`config.mk`:
```
export PLATFORM = sky130hd
export DESIGN_NAME = pip_wb_stage
export DESIGN_NICKNAME = d
export VERILOG_FILES = /design/src/rtl/pip_wb_stage.sv
export SDC_FILE = /design/constraint.sdc
export NUM_CORES = 1
export LEC_CHECK = 0
export CELL_PAD_IN_SITES_DETAIL_PLACEMENT = 0
export CELL_PAD_IN_SITES_GLOBAL_PLACEMENT = 1
export CORE_MARGIN = 4
export CORE_UTILIZATION = 30
export CTS_BUF_LIST = sky130_fd_sc_hd__clkbuf_8
export CTS_CLUSTER_SIZE = 8
export DETAILED_ROUTE_END_ITERATION = 10
export MAX_ROUTING_LAYER = met4
export PLACE_DENSITY_LB_ADDON = 0.1
export REMOVE_ABC_BUFFERS = 1
export SYNTH_ARGS = -nofsm -noshare
export SYNTH_HDL_FRONTEND = slang
export SYNTH_SLANG_ARGS = --single-unit
```
`constraint.sdc`:
```
create_clock -name clk -period 3.1 [get_ports clk]
set_input_delay 0.62 -clock clk [delete_from_list [all_inputs] [get_ports clk]]
set_output_delay 0.62 -clock clk [all_outputs]
set_load 0.05 [all_outputs]
```
`src/rtl/pip_wb_stage.sv`:
```
// ---------------------------------------------------------------------------
// pip_wb_stage
// MEM/WB pipeline stage built from DEPTH register slices. It carries the
// writeback word, register addresses and the qualified rdEn/DMread controls
// from memory to writeback. It adds a valid bit, stall/flush control,
// x0-write suppression and a retired-instruction counter.
//
// Optional feature macro: PIP_WB_FWD_EN
//   When defined, the ports ex_rs1_ad/ex_rs2_ad and fwd_rs1/fwd_rs2 exist.
//   The fwd_* outputs are combinational forwarding-match flags for EX.
//
// Parameters
//   XLEN   : writeback data width
//   REG_AW : register address width
//   DEPTH  : number of register slices, legal range 1..4
//
// Ports
//   clk, rst             : clock, synchronous active-high reset
//   stall, flush         : hold / invalidate every slice (flush wins)
//   valid                : incoming instruction is real
//   rd                   : writeback data
//   rs1_ad, rs2_ad, rd_ad: source and destination register addresses
//   rdEn, DMread         : register-file write enable, load flag
//   valid_p ... DMread_p : registered outputs of the last slice
//   retire_cnt           : retired-instruction count, wraps at 2^32
//   ex_rs1_ad, ex_rs2_ad : EX-stage sources (PIP_WB_FWD_EN)
//   fwd_rs1, fwd_rs2     : forwarding match flags (PIP_WB_FWD_EN)
// ---------------------------------------------------------------------------
module pip_wb_stage #(
  parameter int unsigned XLEN   = 32,
  parameter int unsigned REG_AW = 5,
  parameter int unsigned DEPTH  = 1
) (
  input  logic              clk,
  input  logic              rst,
  input  logic              stall,
  input  logic              flush,
  input  logic              valid,
  input  logic [XLEN-1:0]   rd,
  input  logic [REG_AW-1:0] rs1_ad,
  input  logic [REG_AW-1:0] rs2_ad,
  input  logic [REG_AW-1:0] rd_ad,
  input  logic              rdEn,
  input  logic              DMread,
  output logic              valid_p,
  output logic [XLEN-1:0]   rd_p,
  output logic [REG_AW-1:0] rs1_ad_p,
  output logic [REG_AW-1:0] rs2_ad_p,
  output logic [REG_AW-1:0] rd_ad_p,
  output logic              rdEn_p,
  output logic              DMread_p,
  output logic [31:0]       retire_cnt
`ifdef PIP_WB_FWD_EN
  ,
  input  logic [REG_AW-1:0] ex_rs1_ad,
  input  logic [REG_AW-1:0] ex_rs2_ad,
  output logic              fwd_rs1,
  output logic              fwd_rs2
`endif
);

  localparam int unsigned LAST  = DEPTH - 1;
  localparam int unsigned CNT_W = 32;

  // Reject illegal slice counts at elaboration time.
  generate
    if (DEPTH < 1 || DEPTH > 4) begin : g_bad_depth
      $error("pip_wb_stage: DEPTH must be in 1..4");
    end
  endgenerate

  logic              r_valid  [DEPTH];
  logic [XLEN-1:0]   r_rd     [DEPTH];
  logic [REG_AW-1:0] r_rs1_ad [DEPTH];
  logic [REG_AW-1:0] r_rs2_ad [DEPTH];
  logic [REG_AW-1:0] r_rd_ad  [DEPTH];
  logic              r_rden   [DEPTH];
  logic              r_dmread [DEPTH];
  logic [CNT_W-1:0]  r_retire_cnt;

  logic              w_rden_q;
  logic              w_dmread_q;
  logic              w_retire;

  // Controls are qualified once at entry; x0 writes never reach the regfile.
  assign w_rden_q   = rdEn & valid & (rd_ad != REG_AW'(0));
  assign w_dmread_q = DMread & valid;

  // The output instruction completes writeback on every non-stalled edge,
  // including a flush edge.
  assign w_retire   = r_valid[LAST] & ~stall;

  // Slice chain and retire counter; priority rst > flush > stall > advance.
  always_ff @(posedge clk) begin
    if (rst) begin
      for (int k = 0; k < int'(DEPTH); k++) begin
        r_valid[k]  <= 1'b0;
        r_rd[k]     <= '0;
        r_rs1_ad[k] <= '0;
        r_rs2_ad[k] <= '0;
        r_rd_ad[k]  <= '0;
        r_rden[k]   <= 1'b0;
        r_dmread[k] <= 1'b0;
      end
      r_retire_cnt <= '0;
    end else begin
      if (w_retire) begin
        r_retire_cnt <= r_retire_cnt + CNT_W'(1);
      end
      if (flush) begin
        // Data and addresses are left as-is; only the qualifiers drop.
        for (int k = 0; k < int'(DEPTH); k++) begin
          r_valid[k]  <= 1'b0;
          r_rden[k]   <= 1'b0;
          r_dmread[k] <= 1'b0;
        end
      end else if (!stall) begin
        r_valid[0]  <= valid;
        r_rd[0]     <= rd;
        r_rs1_ad[0] <= rs1_ad;
        r_rs2_ad[0] <= rs2_ad;
        r_rd_ad[0]  <= rd_ad;
        r_rden[0]   <= w_rden_q;
        r_dmread[0] <= w_dmread_q;
        for (int k = 1; k < int'(DEPTH); k++) begin
          r_valid[k]  <= r_valid[k-1];
          r_rd[k]     <= r_rd[k-1];
          r_rs1_ad[k] <= r_rs1_ad[k-1];
          r_rs2_ad[k] <= r_rs2_ad[k-1];
          r_rd_ad[k]  <= r_rd_ad[k-1];
          r_rden[k]   <= r_rden[k-1];
          r_dmread[k] <= r_dmread[k-1];
        end
      end
    end
  end

  assign valid_p    = r_valid[LAST];
  assign rd_p       = r_rd[LAST];
  assign rs1_ad_p   = r_rs1_ad[LAST];
  assign rs2_ad_p   = r_rs2_ad[LAST];
  assign rd_ad_p    = r_rd_ad[LAST];
  assign rdEn_p     = r_rden[LAST];
  assign DMread_p   = r_dmread[LAST];
  assign retire_cnt = r_retire_cnt;

`ifdef PIP_WB_FWD_EN
  // rdEn already excludes x0, so no separate zero-address check is needed.
  assign fwd_rs1 = r_valid[LAST] & r_rden[LAST] & (r_rd_ad[LAST] == ex_rs1_ad);
  assign fwd_rs2 = r_valid[LAST] & r_rden[LAST] & (r_rd_ad[LAST] == ex_rs2_ad);
`endif

endmodule
```
* After elaboration in Yosys (flattened, before gate mapping)
Memories as Yosys holds them, arrays and structs flattened. Cells that the tools add are included.
Storage, ports and cells: memories 7, memory bits (writable) 50, word-level logic and storage cells 54, flip-flop bits (word level) 32
Memory list:
- r_rd | depth 1, bits a word 32, read ports 1, clocked after memory_dff 0, wr ports 1, line 73 | logic [XLEN-1:0] r_rd [DEPTH];
- r_rd_ad | depth 1, bits a word 5, read ports 1, clocked after memory_dff 0, wr ports 1, line 76 | logic [REG_AW-1:0] r_rd_ad [DEPTH];
- r_rs1_ad | depth 1, bits a word 5, read ports 1, clocked after memory_dff 0, wr ports 1, line 74 | logic [REG_AW-1:0] r_rs1_ad [DEPTH];
- r_rs2_ad | depth 1, bits a word 5, read ports 1, clocked after memory_dff 0, wr ports 1, line 75 | logic [REG_AW-1:0] r_rs2_ad [DEPTH];
- r_dmread | depth 1, bits a word 1, read ports 1, clocked after memory_dff 0, wr ports 1, line 78 | logic r_dmread [DEPTH];
- r_rden | depth 1, bits a word 1, read ports 1, clocked after memory_dff 0, wr ports 1, line 77 | logic r_rden [DEPTH];
- 1 more memories
Cells by class: $add $sub $neg 1, reduce and logical (&&, ||, !) cells 11, bitwise gates (word level) 5, mux-type cells 29
Operators with widths (count):
- $add A32 B1 Y32 const B | 1
- $mux W32 | 1
- $reduce_or A32 Y1 | 1
- $mux W1 | 25
- $mux W5 | 3
- $reduce_or A5 Y1 | 3
- $reduce_or A1 Y1 | 6
- $reduce_bool A5 Y1 | 1
- $and A1 B1 Y1 | 4
- $not A1 Y1 | 1

* Longest topological paths before layout
depth in word-level cells 6, gate-level depth with buffers 7, gate-level depth less buffers 5

* Worst setup path before layout
No wires, ideal clock.
kind input to register, start point in stall, end point mem r_rd[0][0], enable pin, path slack -0.197 ns, data required time 2.639 ns, buffers on the path 0, data arrival time 2.836 ns, stages on the path 1, cells stage by stage o21bai_1
On the way: word-level cells in the longest chain between the ends 6
Ends and longest elaborated chain:
- start, declared | line 36 | input logic stall,
- $mux W1 * | line 117 | end else if (!stall) begin
- $mux W1 * | line 110 | if (flush) begin
- $mux W1 * | line 95 | if (rst) begin
- $mux W1 (not written as such) * | line 119 | r_rd[0] <= rd;
- $reduce_or A32 Y1 (no line)
- $mux W1 (no line) *
- end, declared | line 73
Mark *: on every way between the ends. The rest lies on a longest branch, timed or not.

* Worst setup path in the final report
start point in stall, end point reg r_retire_cnt[20] (netlist: retire_cnt[20])
On the way: word-level cells in the longest chain between the ends 2
Ends and longest elaborated chain:
- $not A1 Y1 | line 91 | assign w_retire = r_valid[LAST] & ~stall;
- $and A1 B1 Y1 | line 91
- end signal, assigned | line 108 | r_retire_cnt <= r_retire_cnt + CNT_W'(1);
- end, declared | line 79 | logic [CNT_W-1:0] r_retire_cnt;
Every way passes these cells. A chain may end at the register's enable or synchronous reset.

==> results.cfg <==
[run_status]
status = completed

[routing]
drtIter0Drc = 94
drc = 0
drtAntennaViolNets = 0
vias_per_cell = 4.57
vias = 2596
dr.pass1.iters = 4
routed_wl_mm = 8.28
post_drt_wl_per_cell_um = 14.6

[synthesis]
synthCells = 287
ys.warnings.count = 0
seq_area_frac_synth_pct = 63.7
synth_cell_type_count = 32
synth_flop_cell = edfxtp_1
syn-cell-area_mm2 = 0.00336
synth_fa_ha_area_share_pct = 0.372
synthMuxAreaShare_pct = 0.633
synth_xor_area_share_pct = 2.61
yosys.area_share.simple_pct = 22.3
synth_compound_area_share_pct = 7.29
synth_top_family_by_area = simple AND/OR/NAND/NOR gates
async_reset_ff_share_pct = 0
ys_ff_latch = 82
syn_area_per_cell_um2 = 11.7
synth_edf_count = 50

[clock_tree]
cts_resized = 0
clk_pin_slew_worst_paths_ns = 0.08
clock-sinks = 82
cts_tree = yes
clk_latency_ns = 0.34
clockRootBuffer = clkbuf_8
cts.path.max_buffers = 2
cts_setup_buffers = 0
cts_max_level = 3
cts_hold_buf = 0
numCtsBuffers = 9

[grt]
grt_pass1_wl_mm = 12.8
overflow = 0
grt_max_degree = 48
grt_use_total_pct = 13.0
antenna_found_initial = 0
grt_pass1_vias = 2455

[sta]
setup_ws_ns = 0.552
tightestPinTransition_ns = 0.589
slew_headroom_pct = 60.8
maxSlewViolCount = 0
setup_viol = 0
finalHoldViolations = 0
rsz0062_at_grt = false
fmax_ghz = 0.392
fin_skew_ns = 0.00651
period_minus_slack_ns = 2.55
period_share_pct = 82.2

[flow_run]
maxCapViolCount = 0

[placed_design]
hpwlAfterDp_mm = 5.83
io_buffers = 135
gp_congestion = 0.725
pre_cts_ws_ns = 0.193
dp.cells = 552

[hold_path]
hp-class = reg2reg

[pwr]
power_density_mw_per_mm2 = 454
ir_worst_vdd_mv = 0.256
p_leak_nw = 1.72

[critical_path]
cp_data_required_time_ns = 3.37
path_class = in2reg
critPathLaunchType = input port
worstPathArrival_ns = 2.82
rrSetupSlack_ns = 0.64
critPathMaxFanout = 19
cp-end-kind = flop

[finish]
drive_above_1_share_pct = 4.67
final_cell_mix = 135 x clkdlybuf4s50_1, 50 x edfxtp_1, 48 x and2_1
n_antenna_cell = 0
fillerInstances = 1019
syn2layout_area_growth_pct = 50.0
regArea_mm2 = 0.00214
fin_cells = 568
multi_input_area_mm2 = 0.00113
num-nets-final = 478
utilization_pct = 46.3
layout_commonest_cell = clkdlybuf4s50_1

[die]
die_area_mm2 = 0.0130
start_util_pct = 30.9
dieHeight_um = 114
io_pins = 136
die_x_um = 114
placementRows = 38
core-area_mm2 = 0.0109
-- cells in the mapped netlist (2+ instances only) --
| library cell | n | area, µm² |
|---|---|---|
| o21ai_0 | 3 | 15.0 |
| nor2_1 | 15 | 56.3 |
| o31ai_1 | 11 | 82.6 |
| nor4_1 | 4 | 25.0 |
| dfxtp_1 | 32 | 641 |
| edfxtp_1 | 50 | 1500 |
| nand4_1 | 6 | 37.5 |
| or3_1 | 10 | 62.6 |
| nand3_1 | 7 | 35.0 |
| inv_1 | 8 | 30.0 |
| xnor2_1 | 9 | 78.8 |
| and2_1 | 48 | 300 |
| nand2_1 | 11 | 41.3 |
| buf_2 | 4 | 20.0 |
| nor3_1 | 4 | 20.0 |
| clkbuf_1 | 11 | 41.3 |
| a21oi_1 | 20 | 100 |
| and4_1 | 2 | 17.5 |
| or4_1 | 14 | 105 |
| o21ai_1 | 6 | 30.0 |
-- final timing paths --
check            startpoint             end  depth (start not counted)
max                   stall  retire_cnt[20]                          5
min          retire_cnt[22]  retire_cnt[22]                          2
max reg2reg   retire_cnt[0]  retire_cnt[20]                          5
min reg2reg  retire_cnt[22]  retire_cnt[22]                          2
-- per-layer routing --
metal  part of all wire, %  global-route usage [%]  vias up
li1                      -                       -     1308
met2                    43                    18.1       89
met1                    43                    15.8     1194
met3                    12                    7.90        5
met5                     0                       -        -
met4                  0.76                    3.80        0
-- layout make-up --
| class | count | share of cell area [%] |
|---|---|---|
| multi-input cells | 181 | 22.5 |
| inverters | 8 | 0.596 |
| repair buffers | 141 | 27.9 |
| well taps | 140 | 3.47 |
| flip-flops and latches | 82 | 42.5 |
| clock inverters | 7 | 0.571 |
| clock buffers | 9 | 2.46 |
-- stage by stage --
step / setup TNS (ns) / total power [mW] / hold slack, ns / area [µm²]
after global routing: 0 / 2.39 / 0.538 / 5040
after global placement: 0 / 1.68 / 0.479 / 4890
after CTS: 0 / 2.32 / 0.506 / 5040
after detailed placement: 0 / 1.68 / 0.495 / 4890
after floorplan: -9.28 / 1.48 / 0.689 / 3290
final: 0 / 2.29 / 0.500 / 5040
-- sequential cells by signal, indices dropped and copies added (netlist names) --
signal / cells
r_rs2_ad: 5
r_rs1_ad: 5
r_rd: 32
r_valid: 1
r_rd_ad: 5
retire_cnt: 32
r_dmread: 1
r_rden: 1
-- worst max-delay path, stage by stage --
cell and delay, ns:
clkdlybuf4s50_1 0.42, nand4b_4 0.20, or4_1 0.83, or4_1 0.60, a21oi_1 0.14
-- where the power goes --
group / total [mW] / internal (mW) / switching, mW
Sequential: 1.23 / 1.21 / 0.0149
Clock: 0.640 / 0.275 / 0.365
Combinational: 0.423 / 0.161 / 0.262
-- cell families (layout without fill, tap and decap cells) --
logic type,Yosys count,after routing
flops,82,82
fa+ha+maj,1,1
simple gates,126,126
xor+xnor,10,10
mux,2,2
buf+inv,24,165
compound gates,42,42
(Power assumes the default switching activity.)
